===== src/rtl/hps_gp_reg_bridge_pkg.sv =====
// Shared definitions for the HPS general-purpose register bridge.
//  - state_t     : bridge FSM states
//  - ADDR_*      : register file addresses
//  - CMD_*/RSP_* : bit positions inside the gp_out command word and the gp_in
//                  response word
//  - pack_rsp    : assembles a response word from its fields
package hps_gp_bridge_pkg;

    typedef enum logic [1:0] {
        INIT,
        IDLE,
        SETTLE,
        EXEC
    } state_t;

    localparam logic [3:0] ADDR_ID      = 4'd0;
    localparam logic [3:0] ADDR_SCRATCH = 4'd1;
    localparam logic [3:0] ADDR_LED     = 4'd2;
    localparam logic [3:0] ADDR_STATUS  = 4'd3;
    localparam logic [3:0] ADDR_TXN     = 4'd4;

    localparam int CMD_REQ_BIT  = 31;
    localparam int CMD_WR_BIT   = 30;
    localparam int CMD_ADDR_LSB = 26;
    localparam int CMD_DATA_LSB = 0;

    localparam int RSP_ACK_BIT  = 31;

    function automatic logic [31:0] pack_rsp(input logic        ack,
                                             input logic        err,
                                             input logic [3:0]  addr,
                                             input logic [15:0] rdata);
        return {ack, err, addr, 10'h000, rdata};
    endfunction

endpackage


===== src/rtl/hps_gp_reg_bridge_if.sv =====
// Bus between the HPS general-purpose lines and the register bridge.
//  gp_out : 32-bit command word from hps_0_h2f_gp_gp_out (HPS -> fabric)
//  gp_in  : 32-bit response word to hps_0_h2f_gp_gp_in (fabric -> HPS)
// The master modport is the HPS side, the slave modport is the bridge.
interface hps_gp_reg_bridge_if;

    logic [31:0] gp_out;
    logic [31:0] gp_in;

    modport master (output gp_out, input gp_in);
    modport slave  (input gp_out, output gp_in);

endinterface


===== src/rtl/hps_gp_reg_bridge_sync.sv =====
// gp_sync2: plain two-flop vector synchroniser.
//  clk : destination clock
//  rst : asynchronous, active-high reset (clears both stages)
//  d   : asynchronous input vector
//  q   : synchronised output vector
// Bits are synchronised independently; callers must tolerate inter-bit skew.
module gp_sync2 #(
    parameter int WIDTH = 32
) (
    input  logic             clk,
    input  logic             rst,
    input  logic [WIDTH-1:0] d,
    output logic [WIDTH-1:0] q
);

    logic [WIDTH-1:0] meta;

    always_ff @(posedge clk or posedge rst) begin
        if (rst) begin
            meta <= '0;
            q    <= '0;
        end else begin
            meta <= d;
            q    <= meta;
        end
    end

endmodule


===== src/rtl/hps_gp_reg_bridge.sv =====
// hps_gp_reg_bridge: toggle-handshake register bridge on the HPS GP lines.
//  clk_clk     : fabric clock
//  reset_reset : asynchronous, active-high reset
//  gp          : slave side of the GP bus (gp_out command in, gp_in response out)
//  sw_i        : slide switches (already synchronised)
//  pb_i        : push buttons (already synchronised)
//  led_o       : registered LED drive
// Linux flips gp_out[31] to issue a command; the bridge answers by flipping
// gp_in[31] once the access is done. Registers: ID, SCRATCH, LED, STATUS, TXN_CNT.
module hps_gp_reg_bridge
    import hps_gp_bridge_pkg::*;
#(
    parameter logic [15:0] ID_VALUE      = 16'hA5C1,
    parameter int          SETTLE_CYCLES = 2,
    parameter int          LED_W         = 8,
    parameter int          SW_W          = 4,
    parameter int          PB_W          = 2
) (
    input  logic                 clk_clk,
    input  logic                 reset_reset,
    hps_gp_reg_bridge_if.slave   gp,
    input  logic [SW_W-1:0]      sw_i,
    input  logic [PB_W-1:0]      pb_i,
    output logic [LED_W-1:0]     led_o
);

    localparam int CNT_W = (SETTLE_CYCLES > 1) ? $clog2(SETTLE_CYCLES) : 1;
    localparam logic [CNT_W-1:0] CNT_LAST = CNT_W'(SETTLE_CYCLES - 1);

    logic [31:0]      sync_q;
    state_t           state;
    logic [1:0]       init_cnt;
    logic [CNT_W-1:0] cnt;
    logic             last_req;
    logic [31:0]      gp_in_q;
    logic [15:0]      scratch_q;
    logic [LED_W-1:0] led_q;
    logic [15:0]      txn_q;

    logic             cmd_wr;
    logic [3:0]       cmd_addr;
    logic [15:0]      cmd_wdata;
    logic [15:0]      led_rd;
    logic [15:0]      status_val;
    logic [15:0]      rd_val;
    logic             mapped;
    logic             writable;
    logic             rsp_err;
    logic             do_write;
    logic [15:0]      rsp_rdata;
    logic             unused_bits;

    gp_sync2 #(.WIDTH(32)) u_sync (
        .clk (clk_clk),
        .rst (reset_reset),
        .d   (gp.gp_out),
        .q   (sync_q)
    );

    assign cmd_wr      = sync_q[CMD_WR_BIT];
    assign cmd_addr    = sync_q[CMD_ADDR_LSB +: 4];
    assign cmd_wdata   = sync_q[CMD_DATA_LSB +: 16];
    assign unused_bits = ^sync_q[25:16];

    assign led_rd     = {{(16 - LED_W){1'b0}}, led_q};
    assign status_val = {{(16 - PB_W - SW_W){1'b0}}, pb_i, sw_i};

    // Decode the settled command. Writes answer with what the register holds
    // afterwards, so an LED write returns only the implemented bits.
    always_comb begin
        rd_val   = 16'h0000;
        mapped   = 1'b0;
        writable = 1'b0;
        case (cmd_addr)
            ADDR_ID: begin
                rd_val = ID_VALUE;
                mapped = 1'b1;
            end
            ADDR_SCRATCH: begin
                rd_val   = scratch_q;
                mapped   = 1'b1;
                writable = 1'b1;
            end
            ADDR_LED: begin
                rd_val   = led_rd;
                mapped   = 1'b1;
                writable = 1'b1;
            end
            ADDR_STATUS: begin
                rd_val = status_val;
                mapped = 1'b1;
            end
            ADDR_TXN: begin
                rd_val = txn_q;
                mapped = 1'b1;
            end
            default: begin
                rd_val = 16'h0000;
            end
        endcase
        rsp_err  = !mapped || (cmd_wr && !writable);
        do_write = cmd_wr && writable;
        if (do_write) begin
            rsp_rdata = (cmd_addr == ADDR_LED) ? {{(16 - LED_W){1'b0}}, cmd_wdata[LED_W-1:0]}
                                               : cmd_wdata;
        end else begin
            rsp_rdata = rd_val;
        end
    end

    // INIT waits until the synchroniser holds the post-reset gp_out level before
    // adopting it as last_req, so a request level left over across reset is not
    // mistaken for a new toggle. last_req is updated on detect, so a toggle that
    // arrives while busy is picked up on the next pass through IDLE.
    always_ff @(posedge clk_clk or posedge reset_reset) begin
        if (reset_reset) begin
            state     <= INIT;
            init_cnt  <= 2'd0;
            cnt       <= '0;
            last_req  <= 1'b0;
            gp_in_q   <= 32'h0000_0000;
            scratch_q <= 16'h0000;
            led_q     <= '0;
            txn_q     <= 16'h0000;
        end else begin
            case (state)
                INIT: begin
                    if (init_cnt == 2'd2) begin
                        last_req <= sync_q[CMD_REQ_BIT];
                        state    <= IDLE;
                    end else begin
                        init_cnt <= init_cnt + 2'd1;
                    end
                end
                IDLE: begin
                    if (sync_q[CMD_REQ_BIT] != last_req) begin
                        last_req <= sync_q[CMD_REQ_BIT];
                        cnt      <= '0;
                        state    <= SETTLE;
                    end
                end
                SETTLE: begin
                    cnt <= cnt + CNT_W'(1);
                    if (cnt == CNT_LAST) begin
                        state <= EXEC;
                    end
                end
                EXEC: begin
                    gp_in_q <= pack_rsp(~gp_in_q[RSP_ACK_BIT], rsp_err, cmd_addr, rsp_rdata);
                    if (do_write && cmd_addr == ADDR_SCRATCH) begin
                        scratch_q <= cmd_wdata;
                    end
                    if (do_write && cmd_addr == ADDR_LED) begin
                        led_q <= cmd_wdata[LED_W-1:0];
                    end
                    txn_q <= txn_q + 16'd1;
                    state <= IDLE;
                end
                default: begin
                    state <= INIT;
                end
            endcase
        end
    end

    assign gp.gp_in = gp_in_q;
    assign led_o    = led_q;

endmodule

===== src/flat_wrapper.sv =====
// flat-port wrapper written by rule: the top's interface ports become plain ports
module hps_gp_reg_bridge_flat import hps_gp_bridge_pkg::*;
#(
    parameter logic [15:0] ID_VALUE      = 16'hA5C1,
    parameter int          SETTLE_CYCLES = 2,
    parameter int          LED_W         = 8,
    parameter int          SW_W          = 4,
    parameter int          PB_W          = 2
)
  (clk_clk, reset_reset, sw_i, pb_i, led_o, gp_gp_out, gp_gp_in);
  hps_gp_reg_bridge_if gp_i ();
  input  logic clk_clk;
  input  logic reset_reset;
  input  logic [SW_W-1:0] sw_i;
  input  logic [PB_W-1:0] pb_i;
  output logic [LED_W-1:0] led_o;
  input wire logic [$bits(gp_i.gp_out)-1:0] gp_gp_out;
  output wire logic [$bits(gp_i.gp_in)-1:0] gp_gp_in;
  assign gp_i.gp_out = gp_gp_out;
  assign gp_gp_in = gp_i.gp_in;
  hps_gp_reg_bridge #(.ID_VALUE(ID_VALUE), .SETTLE_CYCLES(SETTLE_CYCLES), .LED_W(LED_W), .SW_W(SW_W), .PB_W(PB_W)) u_core (.clk_clk(clk_clk), .reset_reset(reset_reset), .gp(gp_i), .sw_i(sw_i), .pb_i(pb_i), .led_o(led_o));
endmodule

===== config.mk =====
export PLATFORM = sky130hd
export DESIGN_NAME = hps_gp_reg_bridge_flat
export DESIGN_NICKNAME = d
export VERILOG_FILES = /design/src/rtl/hps_gp_reg_bridge_pkg.sv /design/src/rtl/hps_gp_reg_bridge_if.sv /design/src/rtl/hps_gp_reg_bridge_sync.sv /design/src/rtl/hps_gp_reg_bridge.sv /design/src/flat_wrapper.sv
export SDC_FILE = /design/constraint.sdc
export NUM_CORES = 1
export LEC_CHECK = 0
export ABC_AREA = 1
export CORE_UTILIZATION = 55
export DETAILED_ROUTE_END_ITERATION = 12
export DONT_BUFFER_PORTS = 1
export PLACE_DENSITY = 0.84
export SYNTH_ARGS = -nofsm -noshare
export SYNTH_HDL_FRONTEND = slang
export SYNTH_SLANG_ARGS = --single-unit
export TNS_END_PERCENT = 20

===== constraint.sdc =====
create_clock -name clk_clk -period 3.6 [get_ports clk_clk]
set_input_delay 0.72 -clock clk_clk [delete_from_list [all_inputs] [get_ports clk_clk]]
set_output_delay 0.72 -clock clk_clk [all_outputs]
set_load 0.01 [all_outputs]

==> results.py <==
metrics = {
    "sta": {
        "period_minus_slack_ns": 2.22,
        "finalClockSkew_ns": 0.0114,
        "holdWs_ns": 0.209,
        "slew-limit-headroom_pct": 50.3,
        "drv_slew": 0,
        "min_period_over_period_pct": 61.6,
        "hold_violations": 0,
        "worst_pin_slew_ns": 0.746,
        "setup_tns_ns": 0,
        "setup_violations": 0,
        "fmax_mhz": 451,
        "rsz0062_at_grt": "no",
    },
    "min_path": {
        "hold_class": "in2async",
    },
    "clock_tree": {
        "ctsLongestPathBuffers": 2,
        "cts_buffers": 9,
        "cts_resized": 0,
        "clk_latency_ns": 0.38,
        "ctsRootBufferMaster": "clkbuf_8",
        "htreeDepth": 3,
        "cts_setup_buffers": 0,
        "clk_pin_slew_ns": 0.11,
        "cts_tree": "built",
        "cts_hold_buf": 0,
        "cts_sinks": 112,
    },
    "grt": {
        "grt_start_max_net_pins": 73,
        "antenna_found_initial": 0,
        "grt_pass1_vias": 3071,
        "grt_first_pass_wirelength_mm": 14.6,
        "grtUsageTotal_pct": 21.8,
        "grt.overflow.total": 0,
    },
    "worst_setup_path": {
        "cp-start-kind": "register",
        "critPathKind": "reg2reg",
        "slowest_stage": "ha_1",
        "slowest_delay_ns": 0.66,
        "crit_buf_inv": 0,
        "crit_top_cell": "nand2_1",
        "crit_arrival_ns": 2.49,
        "critPathTopFamily": "simple AND/OR/NAND/NOR gates",
        "cp_max_fo": 19,
        "crit_chain": "ha_1, nand2_1, nor3_1, nand2_1, nor2_1, nand2_1, nand2_1, nand2_1",
        "worstPathRequired_ns": 3.87,
        "end_kind": "register",
    },
    "synth": {
        "syn_avg_cell_area_um2": 9.74,
        "syn_inst": 477,
        "ys.flop_type": "dfrtp_1",
        "synthArstFlopShare_pct": 100,
        "synth_edf_count": 0,
        "yosys_register_bits": 112,
        "yosysWarnings": 0,
        "yosysSeqAreaShare_pct": 60.3,
        "yosysUniqueCellTypes": 32,
        "netlist_area_mm2": 0.00465,
    },
    "die": {
        "pin_count": 80,
        "die_height_um": 93.9,
        "die_w_um": 93.9,
        "initial_utilization_pct": 56.6,
        "die-area_mm2": 0.00882,
        "coreArea_mm2": 0.00822,
        "num_rows": 33,
    },
    "pwr": {
        "leakagePower_nw": 2.43,
        "p_sw_share_pct": 36.8,
        "internal_power_w": 0.00216,
        "clkPwrFrac_pct": 20.9,
        "seqPwrFrac_pct": 56.4,
        "power_density_mw_per_mm2": 697,
        "power_w": 0.00341,
        "vdd_ir_drop_max_uv": 358,
        "combPwrFrac_pct": 22.7,
        "p_sw_w": 0.00126,
    },
    "detailed_routing": {
        "wl_mm": 8.68,
        "drt_iter0_markers": 243,
        "num_vias": 3130,
        "firstDrtPassIters": 5,
        "vias_per_cell": 5.32,
        "ant_nets": 0,
        "drc_errors": 0,
        "wl_per_cell_um": 14.8,
    },
    "layout": {
        "design_area_mm2": 0.00490,
        "antenna_cells": 0,
        "final_layout_size_suffix_gt1_share_pct": 8.49,
        "area_growth_pct": 5.39,
        "utilization_pct": 59.6,
        "nNetsFinal": 524,
        "nFillCells": 644,
    },
    "placement": {
        "place_area_mm2": 0.00471,
        "dp_hpwl_mm": 6.10,
        "place.gp.congestion": 0.862,
        "portBuffers": 0,
    },
    "run": {
        "max-cap-violations": 0,
    },
    "outcome": {
        "status": "finished clean",
    },
}
[synthesized netlist by cell type (2+ instances only)]
| cell type | count | share of area [%] |
|---|---|---|
| nand2_1 | 113 | 9.1 |
| dfrtp_1 | 112 | 60 |
| inv_1 | 44 | 3.6 |
| nand3_1 | 44 | 4.7 |
| nor2_1 | 35 | 2.8 |
| o21ai_0 | 29 | 3.1 |
| a21oi_1 | 19 | 2.0 |
| xor2_1 | 12 | 2.3 |
| buf_4 | 11 | 1.8 |
| ha_1 | 6 | 1.6 |
| buf_2 | 5 | 0.54 |
| o211ai_1 | 5 | 0.81 |
| clkbuf_1 | 4 | 0.32 |
| mux2_2 | 4 | 0.97 |
| mux2_4 | 4 | 1.3 |
| nor2_2 | 4 | 0.54 |
| nand2_4 | 3 | 0.73 |
| nand3b_1 | 3 | 0.48 |
| nand4_1 | 3 | 0.40 |
| xnor2_1 | 3 | 0.57 |
| buf_6 | 2 | 0.48 |
| inv_2 | 2 | 0.16 |
[per-layer routing]
layer	vias up	part of all wire [%]	track usage, %
met2	125	48	33.9
met5	-	0	0
met4	0	2.0	9.23
li1	1502	-	-
met3	16	7.3	6.23
met1	1487	42	28.8
[metrics by stage]
step | setup slack [ns] | cells
after floorplan | 1.52 | 486
after global placement | 1.51 | 572
after detailed placement | 1.42 | 572
after CTS | 1.37 | 588
after global routing | 1.07 | 588
final | 1.38 | 588
[cell type report]
type | instances | area [µm²] | share of cell area [%]
sequential | 112 | 2800 | 57.2
multi-input combinational | 303 | 1550 | 31.6
timing repair buffer | 4 | 42.5 | 0.869
tap | 105 | 131 | 2.68
clock buffer | 10 | 128 | 2.61
clock inverter | 6 | 60.1 | 1.23
inverter | 48 | 185 | 3.78
[power groups by stage]
stage / Clock [W] / Combinational, W / Sequential [W]
floorplan: 0 / 0.000633 / 0.00186
global placement: 0 / 0.000719 / 0.00193
detailed placement: 0 / 0.000774 / 0.00195
CTS: 0.000729 / 0.000780 / 0.00193
global route: 0.000780 / 0.000894 / 0.00196
finish: 0.000712 / 0.000776 / 0.00193
[final timing paths]
path / from / endpoint / slack [ns] / cells after the start
min in group clk_clk: gp_gp_out[1] / u_core.u_sync.meta[1]$_DFF_PP0_ / 0.36 / 0
min reg2reg: u_core.u_sync.meta[2]$_DFF_PP0_ / u_core.u_sync.q[2]$_DFF_PP0_ / 0.36 / 0
min: reset_reset / u_core.led_o[5]$_DFFE_PP0P_ / 0.21 / 1
max: u_core.state[0]$_DFFE_PP0P_ / u_core.txn_q[14]$_DFFE_PP0P_ / 1.38 / 8
max reg2reg: u_core.state[0]$_DFFE_PP0P_ / u_core.txn_q[14]$_DFFE_PP0P_ / 1.38 / 8
max in group asynchronous: reset_reset / u_core.scratch_q[15]$_DFFE_PP0P_ / 2.70 / 2
[placed cells by master (no fill, tap or decap)]
cell type	n
a21oi_1	19
a31oi_1	1
buf_12	1
buf_4	3
clkbuf_1	1
clkbuf_8	9
clkinv_1	1
clkinv_2	1
clkinv_8	1
clkinvlp_4	1
conb_1	10
dfrtp_1	112
ha_1	6
inv_1	43
inv_2	2
inv_6	5
mux2_2	4
mux2_4	4
nand2_1	113
nand2_2	1
nand2_4	3
nand3_1	44
nand3_2	1
nand3b_1	3
nand4_1	3
nor2_1	35
nor2_2	4
nor2_4	1
nor3_1	1
o211ai_1	5
o21ai_0	29
o22ai_1	1
xnor2_1	3
xor2_1	12
[sequential cells by signal (all words and copies together) (netlist names)]
name	flops
u_core.cnt	1
u_core.gp.gp_in	22
u_core.init_cnt	2
u_core.last_req	1
u_core.led_o	8
u_core.scratch_q	16
u_core.state	2
u_core.txn_q	16
u_core.u_sync.meta	22
u_core.u_sync.q	22
[kinds of logic after synthesis]
logic type	count (synthesis)	synth area share, %
simple gates	209	19.5
flops	112	60.3
buf+inv	71	7.11
compound gates	55	6.25
xor+xnor	15	2.83
mux	8	2.26
fa+ha+maj	6	1.62
other cells	1	0.0807
Note: power is estimated with default switching activity, not from simulation.
